**config.mk**
```make
export PLATFORM = sky130hd
export DESIGN_NAME = cargador_programa
export DESIGN_NICKNAME = d
export VERILOG_FILES = /design/src/rtl/cargador_pkg.sv /design/src/rtl/cargador_programa_empaquetador_palabra.sv /design/src/rtl/cargador_programa.sv
export SDC_FILE = /design/constraint.sdc
export NUM_CORES = 1
export LEC_CHECK = 0
export ABC_AREA = 0
export CORE_MARGIN = 2
export CORE_UTILIZATION = 35
export DETAILED_ROUTE_END_ITERATION = 6
export PLACE_DENSITY_LB_ADDON = 0.3
export SLEW_MARGIN = 10
export SYNTH_ARGS = -nofsm -noshare
export SYNTH_HDL_FRONTEND = slang
export SYNTH_HIERARCHICAL = 1
export SYNTH_SLANG_ARGS = --single-unit
```
**constraint.sdc**
```tcl
create_clock -name CLK -period 3.45 [get_ports CLK]
set_input_delay 0.345 -clock CLK [delete_from_list [all_inputs] [get_ports CLK]]
set_output_delay 0.345 -clock CLK [all_outputs]
set_load 0.01 [all_outputs]
```
**src/rtl/cargador_pkg.sv**
```systemverilog
// -----------------------------------------------------------------------------
// cargador_pkg
// Shared definitions for the byte-stream program loader.
//   state_e    : loader FSM states (ST_CHK only reachable when the
//                CARGADOR_CHECKSUM_EN macro is defined)
//   WORD_BYTES : bytes per instruction word
//   len_max()  : largest legal word count for a given ADDR_WIDTH
// -----------------------------------------------------------------------------
package cargador_pkg;

    typedef enum logic [2:0] {
        ST_IDLE,
        ST_LEN_LO,
        ST_LEN_HI,
        ST_DATA,
        ST_WRITE,
        ST_CHK,
        ST_DONE,
        ST_ERR
    } state_e;

    localparam int WORD_BYTES = 4;

    // 17 bits so that a 16-bit address space (65536 words) still fits.
    function automatic logic [16:0] len_max(input int addr_width);
        len_max = 17'd1 << addr_width;
    endfunction

endpackage

```
**src/rtl/cargador_programa_empaquetador_palabra.sv**
```systemverilog
// -----------------------------------------------------------------------------
// empaquetador_palabra
// Assembles little-endian bytes into a 32-bit word. Byte index 0 lands in
// bits [7:0], index 3 in bits [31:24].
// Ports:
//   clk, srst  : clock and synchronous active-high reset
//   clear      : return the byte index to 0 (word contents are kept)
//   load       : byte_in is written at the current index, index advances
//   byte_in    : incoming byte
//   word       : assembled word
//   word_full  : the byte being loaded this cycle completes the word
// -----------------------------------------------------------------------------
module empaquetador_palabra
    import cargador_pkg::*;
(
    input  logic        clk,
    input  logic        srst,
    input  logic        clear,
    input  logic        load,
    input  logic [7:0]  byte_in,
    output logic [31:0] word,
    output logic        word_full
);

    logic [1:0] idx_q, idx_d;

    always_comb begin
        idx_d = idx_q;
        if (clear) begin
            idx_d = 2'd0;
        end else if (load) begin
            idx_d = idx_q + 2'd1;  // wraps 3 -> 0 at the word boundary
        end
    end

    always_ff @(posedge clk) begin
        if (srst) begin
            idx_q <= 2'd0;
        end else begin
            idx_q <= idx_d;
        end
    end

    assign word_full = load && !clear && (idx_q == 2'd3);

    genvar gi;
    generate
        for (gi = 0; gi < WORD_BYTES; gi++) begin : g_lane
            logic [7:0] lane_q, lane_d;

            always_comb begin
                lane_d = lane_q;
                if (load && !clear && (idx_q == 2'(gi))) begin
                    lane_d = byte_in;
                end
            end

            always_ff @(posedge clk) begin
                if (srst) begin
                    lane_q <= 8'd0;
                end else begin
                    lane_q <= lane_d;
                end
            end

            assign word[gi*8 +: 8] = lane_q;
        end
    endgenerate

endmodule

```
**src/rtl/cargador_programa.sv**
```systemverilog
// -----------------------------------------------------------------------------
// cargador_programa
// Program loader: receives a length-prefixed little-endian byte stream,
// assembles 32-bit words and writes them into the instruction memory,
// keeping the CPU in reset until a load finishes successfully.
// Optional macro CARGADOR_CHECKSUM_EN: a trailing XOR checksum byte over the
// data bytes is required and verified before DONE.
// Ports:
//   CLK, Reset          : clock, synchronous active-high reset
//   start               : pulse, begins a load from IDLE/DONE/ERR
//   byte_in/byte_valid  : stream input; byte_ready is the accept handshake
//   wr_en/wr_addr/wr_data : instruction memory write port (byte address)
//   cpu_reset           : held high until a load succeeds
//   busy/done/error     : load status (done/error sticky)
// -----------------------------------------------------------------------------
module cargador_programa
    import cargador_pkg::*;
#(
    parameter int          ADDR_WIDTH = 8,
    parameter logic [31:0] BASE_ADDR  = 32'h0000_0000
) (
    input  logic        CLK,
    input  logic        Reset,
    input  logic        start,
    input  logic [7:0]  byte_in,
    input  logic        byte_valid,
    output logic        byte_ready,
    output logic        wr_en,
    output logic [31:0] wr_addr,
    output logic [31:0] wr_data,
    output logic        cpu_reset,
    output logic        busy,
    output logic        done,
    output logic        error
);

    localparam int CW = ADDR_WIDTH + 1;

    // Where the FSM goes once all words are written (or N=0).
`ifdef CARGADOR_CHECKSUM_EN
    localparam state_e ST_AFTER_LAST = ST_CHK;
`else
    localparam state_e ST_AFTER_LAST = ST_DONE;
`endif

    state_e        state_q, state_d;
    logic [15:0]   len_q, len_d;
    logic [CW-1:0] cnt_q, cnt_d, cnt_inc;
    logic [31:0]   wr_addr_q, wr_addr_d;
    logic          busy_q, busy_d;
    logic          done_q, done_d;
    logic          error_q, error_d;
    logic          cpu_reset_q, cpu_reset_d;
    logic [15:0]   len_full;
    logic          accept;
    logic          pk_load, pk_clear, word_full;
    logic [31:0]   word;
`ifdef CARGADOR_CHECKSUM_EN
    logic [7:0]    chk_q, chk_d;
`endif

    assign byte_ready = (state_q == ST_LEN_LO) || (state_q == ST_LEN_HI) ||
                        (state_q == ST_DATA)   || (state_q == ST_CHK);
    assign accept     = byte_valid && byte_ready;
    assign pk_load    = accept && (state_q == ST_DATA);
    assign pk_clear   = accept && (state_q == ST_LEN_HI);

    empaquetador_palabra u_empaquetador (
        .clk       (CLK),
        .srst      (Reset),
        .clear     (pk_clear),
        .load      (pk_load),
        .byte_in   (byte_in),
        .word      (word),
        .word_full (word_full)
    );

    always_comb begin
        state_d     = state_q;
        len_d       = len_q;
        cnt_d       = cnt_q;
        wr_addr_d   = wr_addr_q;
        busy_d      = busy_q;
        done_d      = done_q;
        error_d     = error_q;
        cpu_reset_d = cpu_reset_q;
`ifdef CARGADOR_CHECKSUM_EN
        chk_d       = chk_q;
`endif
        cnt_inc  = cnt_q + CW'(1);
        len_full = {byte_in, len_q[7:0]};

        case (state_q)
            ST_IDLE, ST_DONE, ST_ERR: begin
                if (start) begin
                    state_d     = ST_LEN_LO;
                    busy_d      = 1'b1;
                    done_d      = 1'b0;
                    error_d     = 1'b0;
                    cpu_reset_d = 1'b1;
`ifdef CARGADOR_CHECKSUM_EN
                    chk_d       = 8'd0;
`endif
                end else if (state_q == ST_DONE) begin
                    // Registered release: CPU leaves reset one cycle after DONE entry.
                    cpu_reset_d = 1'b0;
                end
            end
            ST_LEN_LO: begin
                if (accept) begin
                    len_d[7:0] = byte_in;
                    state_d    = ST_LEN_HI;
                end
            end
            ST_LEN_HI: begin
                if (accept) begin
                    len_d[15:8] = byte_in;
                    if (len_full == 16'd0) begin
                        state_d = ST_AFTER_LAST;
                    end else if ({1'b0, len_full} > len_max(ADDR_WIDTH)) begin
                        state_d = ST_ERR;
                    end else begin
                        state_d   = ST_DATA;
                        cnt_d     = '0;
                        wr_addr_d = BASE_ADDR;
                    end
                end
            end
            ST_DATA: begin
                if (accept) begin
`ifdef CARGADOR_CHECKSUM_EN
                    chk_d = chk_q ^ byte_in;
`endif
                    if (word_full) begin
                        state_d = ST_WRITE;
                    end
                end
            end
            ST_WRITE: begin
                cnt_d     = cnt_inc;
                wr_addr_d = wr_addr_q + 32'd4;
                if (17'(cnt_inc) == {1'b0, len_q}) begin
                    state_d = ST_AFTER_LAST;
                end else begin
                    state_d = ST_DATA;
                end
            end
            ST_CHK: begin
`ifdef CARGADOR_CHECKSUM_EN
                if (accept) begin
                    state_d = (byte_in == chk_q) ? ST_DONE : ST_ERR;
                end
`endif
            end
            default: state_d = ST_IDLE;
        endcase

        // Status flags change together with the terminal-state entry.
        if ((state_d == ST_DONE) && (state_q != ST_DONE)) begin
            busy_d = 1'b0;
            done_d = 1'b1;
        end
        if ((state_d == ST_ERR) && (state_q != ST_ERR)) begin
            busy_d  = 1'b0;
            error_d = 1'b1;
        end
    end

    always_ff @(posedge CLK) begin
        if (Reset) begin
            state_q     <= ST_IDLE;
            len_q       <= 16'd0;
            cnt_q       <= '0;
            wr_addr_q   <= BASE_ADDR;
            busy_q      <= 1'b0;
            done_q      <= 1'b0;
            error_q     <= 1'b0;
            cpu_reset_q <= 1'b1;
`ifdef CARGADOR_CHECKSUM_EN
            chk_q       <= 8'd0;
`endif
        end else begin
            state_q     <= state_d;
            len_q       <= len_d;
            cnt_q       <= cnt_d;
            wr_addr_q   <= wr_addr_d;
            busy_q      <= busy_d;
            done_q      <= done_d;
            error_q     <= error_d;
            cpu_reset_q <= cpu_reset_d;
`ifdef CARGADOR_CHECKSUM_EN
            chk_q       <= chk_d;
`endif
        end
    end

    assign wr_en     = (state_q == ST_WRITE);
    assign wr_addr   = wr_addr_q;
    assign wr_data   = word;
    assign cpu_reset = cpu_reset_q;
    assign busy      = busy_q;
    assign done      = done_q;
    assign error     = error_q;

endmodule
```
; ---- Word level (Yosys, flattened, before mapping)
; Cells that the tools add are included.
[word_totals]
input_bits = 12
ff_bits = 98
[classes]
mux = 23
n_reduce_logical = 33
n_addsub = 3
magnitude_cmp = 1
n_eq_ne = 18
[ops]
columns = operator, count
row1 = 2-to-1 mux 32 bit, 3
row2 = case mux 32 bit (2 select lines), 1
row3 = "adder 32 x 3 -> 32 bit, second input constant", 1
row4 = 2-to-1 mux 9 bit, 3
row5 = 2-to-1 mux 3 bit, 8
row6 = "== test 3 bit, second input constant", 6
row7 = case mux 9 bit (2 select lines), 1
row8 = == test 9 x 16 -> 1 bit, 1
row9 = "greater-than comparator 16 x 9 -> 1 bit, second input constant", 1
row10 = zero test 16 bit, 1
row11 = case mux 3 bit (5 select lines), 1
row12 = AND reduction 2 bit, 6
row13 = nonzero test 2 bit, 6
row14 = logical AND 1 bit, 10
row15 = "adder 9 x 1 -> 9 bit, second input constant", 1
row16 = "== test 3 x 2 -> 1 bit, second input constant", 2
row17 = 2-to-1 mux 1 bit, 6
row18 = "!= test 2 bit, second input constant", 3
row19 = "!= test 3 bit, second input constant", 2
row20 = OR reduction 3 bit, 2
row21 = "== test 2 bit, second input constant", 2
row22 = AND reduction 4 bit, 1
row23 = "== test 3 x 1 -> 1 bit, second input constant", 1
row24 = zero test 3 bit, 1
row25 = 6 further kinds, 8

; ---- Depth between registers and ports, before layout
; Gate-level depths: netlist of run 1.
[logic_depth]
word_depth = 16
ltp_mapped = 13
ltp_nobuf = 11

; ---- Hierarchy
; Netlist of run 1, hierarchy kept.
[by_module_without_submodules]
columns = module, cells_per_inst, area_each_um2, instances, seq_area_each_um2
row1 = cargador_programa, 411, 3382.0, 1, 1241.2
row2 = empaquetador_palabra, 130, 1446.4, 1, 680.7

; ---- Worst setup path after synthesis of run 1
; OpenSTA, ideal clock, no wires.
[synth_path]
path_kind = register to register
startpoint = register state_q[0]
endpoint = register error_q, in the netlist error
slack_ps = 729
path_stages_with_launch = 14
t_arrival_ps = 2604
period_less_slack_ps = 2721
n_path_buf = 2
cell_sequence = dfxtp_1 -> clkbuf_1 -> inv_1 -> nand3_1 -> inv_1 -> buf_1 -> nand3b_4 -> inv_2 -> nand2b_1 -> a21oi_1 -> a211o_1 -> a21oi_1 -> nand4_1 -> a32o_1
[synth_between]
elab_chain_len = 16
elab_cells_between_ends = 31
classes_between = eq/ne (9) / mux (7) / reduce/logical (15)
[synth_lines]
columns = item, line
row1 = from (decl), cargador_programa.sv:46  ; state_e state_q, state_d;
row2 = from (signal assigned), cargador_programa.sv:183  ; state_q <= state_d;
row3 = == test 3 x 1 -> 1 bit or == test 3 x 2 -> 1 bit (tied branches), "cargador_programa.sv:62, cargador_programa.sv:66"
row4 = logical OR 1 bit (2 in a row), cargador_programa.sv:62  ; assign byte_ready = (state_q == ST_LEN_LO) || (state_q == ST_LEN_HI) ||
row5 = logical OR 1 bit, cargador_programa.sv:63  ; (state_q == ST_DATA) || (state_q == ST_CHK);
row6 = logical AND 1 bit, cargador_programa.sv:64  ; assign accept = byte_valid && byte_ready;
row7 = logical AND 1 bit (*), cargador_programa.sv:66  ; assign pk_clear = accept && (state_q == ST_LEN_HI);
row8 = via pk_clear, cargador_programa.sv:56  ; logic pk_load, pk_clear, word_full;
row9 = zero test 1 bit (*), cargador_programa_empaquetador_palabra.sv:44  ; assign word_full = load && !clear && (idx_q == 2'd3);
row10 = logical AND 1 bit (*) (2 in a row), cargador_programa_empaquetador_palabra.sv:44
row11 = via word_full, cargador_programa.sv:56
row12 = 2-to-1 mux 3 bit (*), cargador_programa.sv:134  ; if (word_full) begin
row13 = 2-to-1 mux 3 bit (*), cargador_programa.sv:130  ; if (accept) begin
row14 = case mux 3 bit (5 select lines) (*), cargador_programa.sv:93  ; case (state_q)
row15 = == test 3 bit (*), cargador_programa.sv:163  ; if ((state_d == ST_ERR) && (state_q != ST_ERR)) begin
row16 = logical AND 1 bit (*), cargador_programa.sv:163
row17 = nonzero test 2 bit (no line), -
row18 = AND reduction 2 bit (no line), -
row19 = to (signal assigned), cargador_programa.sv:189  ; error_q <= error_d;
row20 = to (decl), cargador_programa.sv:52  ; logic error_q, error_d;
; The timed path passes the listed nets; every way through them passes the cells marked *.
; A chain may end at the register's enable or synchronous reset.

; ---- Final worst setup path of run 1
[layout_path]
startpoint = register state_q[1]
endpoint = register error_q, in the netlist error
[layout_between]
elab_cells_between_ends = 31
classes_between = eq/ne (9) / mux (7) / reduce/logical (15)
[layout_lines]
columns = item, line
row1 = == test 3 x 1 -> 1 bit or == test 3 x 2 -> 1 bit (tied branches), cargador_programa.sv:62
row2 = logical OR 1 bit (2 in a row), cargador_programa.sv:62
row3 = logical OR 1 bit, cargador_programa.sv:63
row4 = logical AND 1 bit, cargador_programa.sv:64
row5 = logical AND 1 bit (*), cargador_programa.sv:65  ; assign pk_load = accept && (state_q == ST_DATA);
row6 = via pk_load, cargador_programa.sv:56
row7 = logical AND 1 bit (*) (2 in a row), cargador_programa_empaquetador_palabra.sv:44
row8 = via word_full, cargador_programa.sv:56
row9 = 2-to-1 mux 3 bit (*), cargador_programa.sv:134
row10 = 2-to-1 mux 3 bit (*), cargador_programa.sv:130
row11 = case mux 3 bit (5 select lines) (*), cargador_programa.sv:93
row12 = == test 3 bit (*), cargador_programa.sv:163
row13 = logical AND 1 bit (*), cargador_programa.sv:163
row14 = nonzero test 2 bit (no line), -
row15 = AND reduction 2 bit (no line), -
; Marked as above.

==> out/summary.txt, run 1 <==
status: complete, no violations
clk_skew: 0.0110 ns
CP peak stage delay: 0.69 ns
Placer Congestion: 0.820
first-pass GRT wire length: 19,400 µm
largest net degree at the start of global routing: 42
Hold Startpoint: len_q[10]$_SDFFE_PP0P_
Top cell by count, worst path: a21oi_1
Die W: 121 µm
# DRC: 0
placed cells: 772
post-route cell area: 6060 µm²
Post-synth EDFFs: 0
Yosys Warn Count: 6
grt peak-use layer: met2
initial antenna violation count: 0
Critical Path, Cell by Cell: inv_1 > nor2_1 > nand3b_4 > inv_2 > nand2b_1 > a21oi_1 > a211o_1 > a21oi_1 > nand4_1 > a32o_1
grt ovf: 0
Core Area: 13,300 µm²
top_reg_cell synth: dfxtp_1
final setup vio count: 0
worst path required time: 3.70 ns
Routed Wire Length: 11,700 µm
VDD IR max: 0.000225 V
slowest library cell on the worst path: dfxtp_1
R2R Setup Slk: 0.54 ns
Total GRT Usage: 16.3%
area leader, netlist: dfxtp_1
reg2reg start: state_q[1]$_SDFF_PP0_
Mapped Area: 4830 µm²
Setup TNS: 0 ns
Port Buffer Count: 79
worst-path maximum fanout: 19
Pins Over Slew Limit: 0
Arr. time, crit path: 3.15 ns
Hold Crit Depth: 2
Tmin final: 2.91 ns
R2R depth: 10
Die ar.: 14,800 µm²
Post CTS Setup Buffer Count: 0
fin cells: 788
CP Buf/Inv Count: 2
io pins: 82
period utilization: 84.3%
most instantiated cells after synthesis: dfxtp_1 (96), nand2_1 (46), nand2b_1 (43), a21oi_1 (40), nor2_1 (38)
Worst setup SP type: flop
share of layout cells above drive strength 1: 7.03%
pwr dens: 398 nW/µm²
H-tree level count: 3
CTS clock-pin slew for the worst setup and hold paths: 0.07 ns
M2 GR Usage: 28.4%
final number of hold-violating endpoints: 0
initial core utilization: 36.2%
met3 Usage GRT: 3.52%
Worst Tran Pin Value: 0.761 ns
CTS sink cnt: 96
sink of the worst hold path: len_q[10]$_SDFFE_PP0P_
RSZ-0062 raised after global routing: false
CTS tree: done
Nets: 625
placed cell areas: 5740 µm²
Crit. End Element: flop
detailed-router iteration count before antenna repair: 5
top-count cell post-synth: dfxtp_1
hold_ws: 0.458 ns
max-cap violation count: 0
count of cell types in the netlist: 58
via density per instance: 5.18
Antenna Violating Nets Remaining: 0
Num CTS Buffers: 9
Starting DRT DRC Count: 263
Die Y: 121 µm
dominant cells by area after synthesis: dfxtp_1 (40%), mux2i_1 (7.0%), xnor2_1 (5.6%), nand2b_1 (5.6%), a21oi_1 (4.1%)
post-synth top area share: 39.8%
#FFs+latches synth: 96
CP delay by family, top: compound AO/OA/AOI/OAI gates
clk buf depth: 2
leakage: 2.17 nW
max frequency: 0.344 GHz
Row Count: 42
Crit Reg-Reg Endpoint: error$_SDFFE_PP0P_
slew margin rel.: 49.2%
average wire per standard cell: 14.9 µm
critical path class: reg -> reg
Inserted Diodes: 0
Hold Crit Class: reg -> reg
dpl hpwl: 8260 µm
post-CTS resize count: 0
register area share after synthesis: 39.8%
clock network latency to the later pin of the worst-skew pair: 0.35 ns
Gate Count Post-Synth: 541
Avg Inst Size Synth: 8.92 µm²
vias after detailed routing: 4,078
vias in the first global route: 4,010
ys async rst share: 0%
met1 usage: 20.0%
Clk Tree Root Cell: clkbuf_16
hold_buf cts: 0
Syn-to-layout area delta: 25.6%
==> sequential cells by signal (all words and copies together) (netlist names), 2 cells and up <==
signal                        count
u_empaquetador/g_lane.lane_q     32
u_empaquetador/idx_q              2
cnt_q                             9
state_q                           3
len_q                            16
wr_addr                          30
==> where the power goes <==
group	total, mW	leakage [nW]	switching, mW	internal, mW
sequential	1.14	0.774	0.0192	1.12
combinational	0.166	1.24	0.0942	0.0719
clock	1.10	0.158	0.460	0.643
==> through the flow <==
stage          util (%)  total power, mW  setup slack, ns
2_1_floorplan         -             1.27            0.729
3_3_place_gp       43.0             1.33            0.370
3_5_place_dp       43.0             1.33            0.367
4_1_cts            45.4             2.43            0.543
5_1_grt            45.4             2.49            0.289
6_report           45.4             2.41            0.543
==> cell type report <==
cell class / count / area [µm²]
Fill cell: 1310 / 7290
Sequential cell: 96 / 1920
Tap cell: 176 / 220
Inverter: 15 / 56.3
Clock inverter: 7 / 101
Multi-Input combinational cell: 397 / 2680
Clock buffer: 9 / 225
Timing Repair Buffer: 88 / 853
==> routing by layer <==
layer | vias up | share of wire [%] | wire length [µm]
met1 | 1929 | 44 | 5200
met4 | 0 | 1.2 | 141
met2 | 89 | 50 | 5890
met3 | 17 | 4.4 | 515
li1 | 2043 | - | -
met5 | - | 0 | 0
==> cells in the final DEF (no fill, tap or decap), types with 17 or more instances in the layout <==
master,count
nor2_1,38
dfxtp_1,96
mux2i_1,34
nand2_1,46
clkdlybuf4s50_1,78
o21ai_0,23
a21oi_1,40
xnor2_1,31
nand3_1,17
nand2b_1,43
==> worst reg2reg max path: stages (launching register included) <==
cell and delay [ns]:
dfxtp_1 0.69, inv_1 0.18, nor2_1 0.34, nand3b_4 0.20, inv_2 0.17, nand2b_1 0.12, a21oi_1 0.08, a211o_1 0.28
a21oi_1 0.32, nand4_1 0.15, a32o_1 0.28
==> kinds of logic (layout without fill, tap and decap cells) <==
| group | Yosys count | count (layout) | synth area share (%) |
|---|---|---|---|
| other | 1 | 2 | 0.0777 |
| adder cells (fa/ha/maj) | 6 | 6 | 1.55 |
| flip-flops | 96 | 96 | 39.8 |
| XOR/XNOR | 35 | 35 | 6.35 |
| AND/OR/NAND/NOR | 208 | 208 | 23.0 |
| AO/OA/AOI/OAI | 111 | 111 | 17.3 |
| buffers and inverters | 49 | 119 | 4.69 |
| multiplexers | 35 | 35 | 7.28 |
==> how the worst max path moves through the flow <==
stage | startpoint | endpoint | slack (ns) | depth (start not counted)
global route | state_q[1]$_SDFF_PP0_ | error$_SDFFE_PP0P_ | 0.29 | 10
finish | state_q[1]$_SDFF_PP0_ | error$_SDFFE_PP0P_ | 0.54 | 10
CTS | state_q[1]$_SDFF_PP0_ | error$_SDFFE_PP0P_ | 0.54 | 10
floorplan | state_q[0]$_SDFF_PP0_ | error$_SDFFE_PP0P_ | 0.73 | 13
global placement | byte_valid | error$_SDFFE_PP0P_ | 0.37 | 13
detailed placement | byte_valid | error$_SDFFE_PP0P_ | 0.37 | 13
Note: power is estimated with default switching activity, not from simulation.
==> run 2: changes to the inputs <==
==> constraint.sdc (replaced) <==
create_clock -name CLK -period 2.8 [get_ports CLK]
set_input_delay 0.28 -clock CLK [delete_from_list [all_inputs] [get_ports CLK]]
set_output_delay 0.28 -clock CLK [all_outputs]
set_load 0.01 [all_outputs]
==> run 2 against run 1 <==
- combinational power grew 42%
- global-route usage grew 0.43 points
- clock skew shrank 0.0039 ns
- largest power group unchanged
==> out/summary.txt, run 2 (synthesized netlist as in run 1, its figures left out) <==
status: complete, no violations
CTS sink cnt: 96
Top reg by flops: u_empaquetador/g_lane.lane_q
vias in the first global route: 4,077
leading cell types in the layout, fill and taps excluded: dfxtp_1 (96), clkdlybuf4s50_1 (78), nand2_1 (46), nand2b_1 (43), a21oi_1 (40)
grt ovf: 0
share of layout cells above drive strength 1: 10.8%
io pins: 82
Tmin final: 2.70 ns
Die ar.: 14,800 µm²
Die Y: 121 µm
worst-path maximum fanout: 12
initial antenna violation count: 0
vias after detailed routing: 4,089
Port Buffer Count: 79
pwr dens: 466 nW/µm²
Die W: 121 µm
period utilization: 96.3%
clock network latency to the later pin of the worst-skew pair: 0.35 ns
Inserted Diodes: 0
Fillers: 1,302
final number of hold-violating endpoints: 0
final core occ: 47.0%
Nets: 651
average wire per standard cell: 14.7 µm
Routed Wire Length: 12,000 µm
Critical Path, Cell by Cell: or4_1 > o21a_1 > or4_1 > buf_4 > a211o_4 > or3_1 > a21oi_1
max frequency: 0.371 GHz
Num CTS Buffers: 9
Crit. End Element: flop
Setup TNS: 0 ns
Syn-to-layout area delta: 30.0%
commonest non-fill, non-tap cell in the layout: dfxtp_1
Core Area: 13,300 µm²
via density per instance: 5.02
Placer Congestion: 0.908
Top cell by count, worst path: or4_1
Row Count: 42
final total power: 2.92 mW
flip-flop count of the largest register after layout: 32
Hold Crit Class: in -> reg
initial core utilization: 36.2%
Worst setup SP type: flop
Clk Tree Root Cell: clkbuf_16
slew margin rel.: 61.8%
Starting DRT DRC Count: 242
critical path class: reg -> reg
# DRC: 0
CTS clock-pin slew for the worst setup and hold paths: 0.07 ns
first-pass GRT wire length: 19,800 µm
VDD IR max: 0.000279 V
Pins Over Slew Limit: 0
max-cap violation count: 0
H-tree level count: 3
Arr. time, crit path: 2.97 ns
dpl hpwl: 8690 µm
clk buf depth: 2
CP peak stage delay: 0.57 ns
largest net degree at the start of global routing: 59
slowest library cell on the worst path: or4_1
final setup vio count: 0
Antenna Violating Nets Remaining: 0
RSZ-0062 raised after global routing: false
CTS tree: done
detailed-router iteration count before antenna repair: 4
post-route cell area: 6280 µm²
clk_skew: 0.00708 ns
leakage: 2.30 nW
worst path required time: 3.07 ns
placed cell areas: 5960 µm²
Total GRT Usage: 16.7%
Worst Tran Pin Value: 0.571 ns
-- run 2: cell count changes in the layout (fill, tap and decap cells not counted) --
cell       previous run  this run
a2111oi_0             8         5
inv_8                 1         0
clkinv_2              1         0
buf_12                0         2
a2111oi_1             0         3
clkinv_4              1         2
clkbuf_8              0         2
bufinv_16             2         1
buf_4                 9        33
-- run 2: critical path: cells and delay by family (launching register included) --
family                 cells  cell delay (ns)
AOI/OAI and AO/OA          3             0.75
buffers and inverters      1             0.21
DFF                        1             0.33
and+or+nand+nor            3             1.32
-- run 2: where the power goes --
group	leakage [nW]	internal, mW	total [mW]	switching, mW
clock network	0.152	0.748	1.29	0.543
registers	0.774	1.38	1.40	0.0157
logic	1.37	0.109	0.236	0.127
total	2.30	2.24	2.92	0.686
-- run 2: per-stage QoR --
step / setup slack (ns) / hold WS (ns) / instances
2_1_floorplan: 0.0785 / 0.365 / 542
3_3_place_gp: -0.0388 / 0.450 / 798
3_5_place_dp: -0.0354 / 0.450 / 798
4_1_cts: 0.0326 / 0.312 / 814
5_1_grt: 0.00606 / 0.328 / 814
6_report: 0.105 / 0.325 / 814
-- run 2: path summary, 6_finish.rpt --
check / startpoint / endpoint / slack [ns] / cells after the start
max: len_q[0]$_SDFFE_PP0P_ / wr_addr[29]$_SDFFE_PP0P_ / 0.10 / 7
min reg2reg: len_q[15]$_SDFFE_PP0P_ / len_q[15]$_SDFFE_PP0P_ / 0.46 / 2
min: Reset / state_q[0]$_SDFF_PP0_ / 0.32 / 2
max reg2reg: len_q[0]$_SDFFE_PP0P_ / wr_addr[29]$_SDFFE_PP0P_ / 0.10 / 7
-- run 2: area by class of cell --
type                    instances  area [µm²]  share of cell area (%)
clock inverters                 5        63.8                    1.02
clock buffers                  11         253                    4.03
multi-input cells             397        2690                    42.8
flip-flops and latches         96        1920                    30.6
inverters                      15        56.3                   0.897
repair buffers                114        1070                    17.1
well taps                     176         220                    3.51
-- run 2: metal layers --
layer,up-vias,GRT usage [%],share of wire [%]
li1,2088,-,-
met1,1926,20.3,46
met2,59,28.6,49
met3,16,3.85,3.4
met4,0,6.61,1.8
met5,-,0,0
-- run 2: what timing repair did --
action / CTS / global route
setup buffers: 0 / 0
hold buffers: 0 / 0
endpoints found under the setup margin: 0 / 3
gates resized for setup: 0 / 3
==> run 3: changes to the inputs <==
--- a/config.mk
+++ b/config.mk
@@ -6,6 +6,7 @@
 export NUM_CORES = 1
 export LEC_CHECK = 0
 export ABC_AREA = 0
+export CAP_MARGIN = 10
 export CORE_MARGIN = 2
 export CORE_UTILIZATION = 35
 export DETAILED_ROUTE_END_ITERATION = 6
@@ -13,5 +14,4 @@
 export SLEW_MARGIN = 10
 export SYNTH_ARGS = -nofsm -noshare
 export SYNTH_HDL_FRONTEND = slang
-export SYNTH_HIERARCHICAL = 1
 export SYNTH_SLANG_ARGS = --single-unit
==> run 3 against run 2 <==
- synthesized cell count is 2.8% higher
- setup slack better by 0.12 ns
- worst hold slack improved by 0.13 ns
- combinational power hardly changed
- register-to-register slack better by 0.12 ns
- sequential share of layout area rose by 2.7 points
- core utilization decreased by 0.94 points
- clock-buffer cell count rose by 3
- sequential power is essentially flat
- fmax up 4.7%
- highest routed layer unchanged
==> out/summary.txt, run 3 <==
area leader, netlist: dfxtp_1
Row Count: 41
Tmin final: 2.58 ns
register area share after synthesis: 43.2%
max frequency: 0.388 GHz
Worst Tran Pin Value: 0.722 ns
status: complete, no violations
Routed Wire Length: 11,700 µm
CTS sink cnt: 96
Num CTS Buffers: 9
count of cell types in the netlist: 53
sink of the worst hold path: u_empaquetador.g_lane[3].lane_q[3]$_SDFFE_PP0P_
Avg Inst Size Synth: 8.01 µm²
hold_ws: 0.452 ns
Clk Tree Root Cell: clkbuf_16
Hold Crit Class: reg -> reg
Core Area: 12,500 µm²
dominant cells by area after synthesis: dfxtp_1 (43%), a21oi_1 (8.4%), nand2_1 (7.5%), nand3_1 (5.1%), clkbuf_1 (3.0%)
commonest non-fill, non-tap cell in the layout: dfxtp_1
dpl hpwl: 8350 µm
share of layout cells above drive strength 1: 8.04%
R2R Setup Slk: 0.22 ns
max-cap violation count: 0
Placer Congestion: 0.817
vias in the first global route: 4,130
worst path required time: 3.03 ns
Inserted Diodes: 0
ys async rst share: 0%
H-tree level count: 3
largest net degree at the start of global routing: 39
Die Y: 117 µm
top_reg_cell synth: dfxtp_1
first-pass GRT wire length: 19,400 µm
final number of hold-violating endpoints: 0
Worst setup SP type: flop
final total power: 2.81 mW
fin cells: 806
# DRC: 0
Nets: 649
via density per instance: 5.28
most instantiated cells after synthesis: dfxtp_1 (96), nand2_1 (89), a21oi_1 (75), nand3_1 (45), clkbuf_1 (36)
Die W: 117 µm
average wire per standard cell: 14.5 µm
CTS tree: done
CTS clock-pin slew for the worst setup and hold paths: 0.06 ns
pwr dens: 486 nW/µm²
VDD IR max: 0.000317 V
hold_buf cts: 0
leakage: 1.91 nW
Hold Crit Depth: 2
placed cells: 792
Post CTS Setup Buffer Count: 0
top-count cell post-synth: dfxtp_1
io pins: 82
Port Buffer Count: 79
Crit Reg-Reg Endpoint: wr_addr[12]$_SDFFE_PP0P_
post-synth top area share: 43.2%
critical path class: reg -> reg
RSZ-0062 raised after global routing: false
post-CTS resize count: 0
worst-path maximum fanout: 11
grt ovf: 0
Die ar.: 13,600 µm²
Yosys Warn Count: 0
Total GRT Usage: 18.1%
R2R depth: 7
Mapped Area: 4450 µm²
reg2reg start: len_q[5]$_SDFFE_PP0P_
detailed-router iteration count before antenna repair: 5
clk_skew: 0.00489 ns
Starting DRT DRC Count: 233
period utilization: 92.0%
Antenna Violating Nets Remaining: 0
clk buf depth: 2
final setup vio count: 0
Fillers: 1,285
#FFs+latches synth: 96
Crit. End Element: flop
slew margin rel.: 51.9%
Arr. time, crit path: 2.81 ns
clock network latency to the later pin of the worst-skew pair: 0.34 ns
Setup TNS: 0 ns
leading cell types in the layout, fill and taps excluded: dfxtp_1 (96), nand2_1 (89), clkdlybuf4s50_1 (78), a21oi_1 (75), nand3_1 (45)
Hold Startpoint: u_empaquetador.g_lane[3].lane_q[3]$_SDFFE_PP0P_
vias after detailed routing: 4,258
flip-flop count of the largest register after layout: 32
Pins Over Slew Limit: 0
initial core utilization: 35.6%
initial antenna violation count: 0
Top reg by flops: u_empaquetador.g_lane.lane_q
Gate Count Post-Synth: 556
Syn-to-layout area delta: 29.5%
Post-synth EDFFs: 0
==> run 3: cell types whose count changed in the layout (fill, tap and decap cells not counted), sizes merged, moves of 8 or more <==
cell	delta
a2111oi	-16
xor2	+11
a21oi	+35
nand3	+28
xnor2	-19
nand2	+43
nand3b	-9
nand2b	-40
nor2	-10
buf	-8
mux2i	-33
==> run 3: logic make-up (layout without fill, tap and decap cells) <==
kind of cell / after synthesis / count (layout) / share of synthesized area [%]
AOI/OAI and AO/OA: 136 / 136 / 18.6
and+or+nand+nor: 231 / 231 / 25.5
muxes: 2 / 2 / 0.478
adders and majority gates: 6 / 6 / 1.69
DFF: 96 / 96 / 43.2
xor gates and xnor gates: 27 / 27 / 5.31
buffers and inverters: 57 / 134 / 5.25
other: 1 / 2 / 0.0842
==> run 3: stage by stage <==
| step | worst slack (ns) | utilization (%) | area [µm²] |
|---|---|---|---|
| 2_1_floorplan | 0.548 | - | 4460 |
| 3_5_place_dp | 0.0348 | 43.9 | 5490 |
| 4_1_cts | 0.227 | 46.1 | 5770 |
| 3_3_place_gp | 0.0962 | 43.9 | 5490 |
| 5_1_grt | 0.0660 | 46.1 | 5770 |
| 6_report | 0.225 | 46.1 | 5770 |
==> run 3: worst max path at each step <==
stage | startpoint | to | slack (ns) | cells after the start
detailed placement | byte_in[2] | wr_addr[16]$_SDFFE_PP0P_ | 0.03 | 7
global placement | byte_in[2] | wr_addr[25]$_SDFFE_PP0P_ | 0.1 | 8
global route | len_q[5]$_SDFFE_PP0P_ | wr_addr[12]$_SDFFE_PP0P_ | 0.07 | 7
finish | len_q[5]$_SDFFE_PP0P_ | wr_addr[12]$_SDFFE_PP0P_ | 0.22 | 7
CTS | len_q[5]$_SDFFE_PP0P_ | wr_addr[12]$_SDFFE_PP0P_ | 0.23 | 7
floorplan | byte_in[3] | wr_addr[21]$_SDFFE_PP0P_ | 0.55 | 7
==> run 3: critical path, cell delays in order (launching register included) <==
cell and delay, ns:
dfxtp_1 0.34, or4_1 0.62, o211a_1 0.32, o21a_2 0.28
o211ai_1 0.51, buf_4 0.21, xnor2_1 0.10, nor2_1 0.06
==> run 3: power by group <==
| part | switching, mW | total [mW] | internal [mW] |
|---|---|---|---|
| registers | 0.0243 | 1.41 | 1.39 |
| clock network | 0.490 | 1.16 | 0.666 |
| logic | 0.140 | 0.238 | 0.0974 |
| total | 0.654 | 2.81 | 2.15 |
==> run 3: cell type report <==
cell class | instances | area (µm²) | area share (%)
Clock buffer | 14 | 274 | 4.75
Tap cell | 172 | 215 | 3.73
Sequential cell | 96 | 1920 | 33.3
Inverter | 14 | 52.6 | 0.911
Timing Repair Buffer | 106 | 1000 | 17.4
Multi-Input combinational cell | 404 | 2300 | 39.9
==> run 3: routing by layer <==
layer  vias up  global-route usage, %  routed length (µm)
li1       2102                      -                   -
met1      2015                   21.5                5250
met2       118                   30.4                5440
met3        23                   6.33                 751
met4         0                   6.51                 257
met5         -                      0                   0
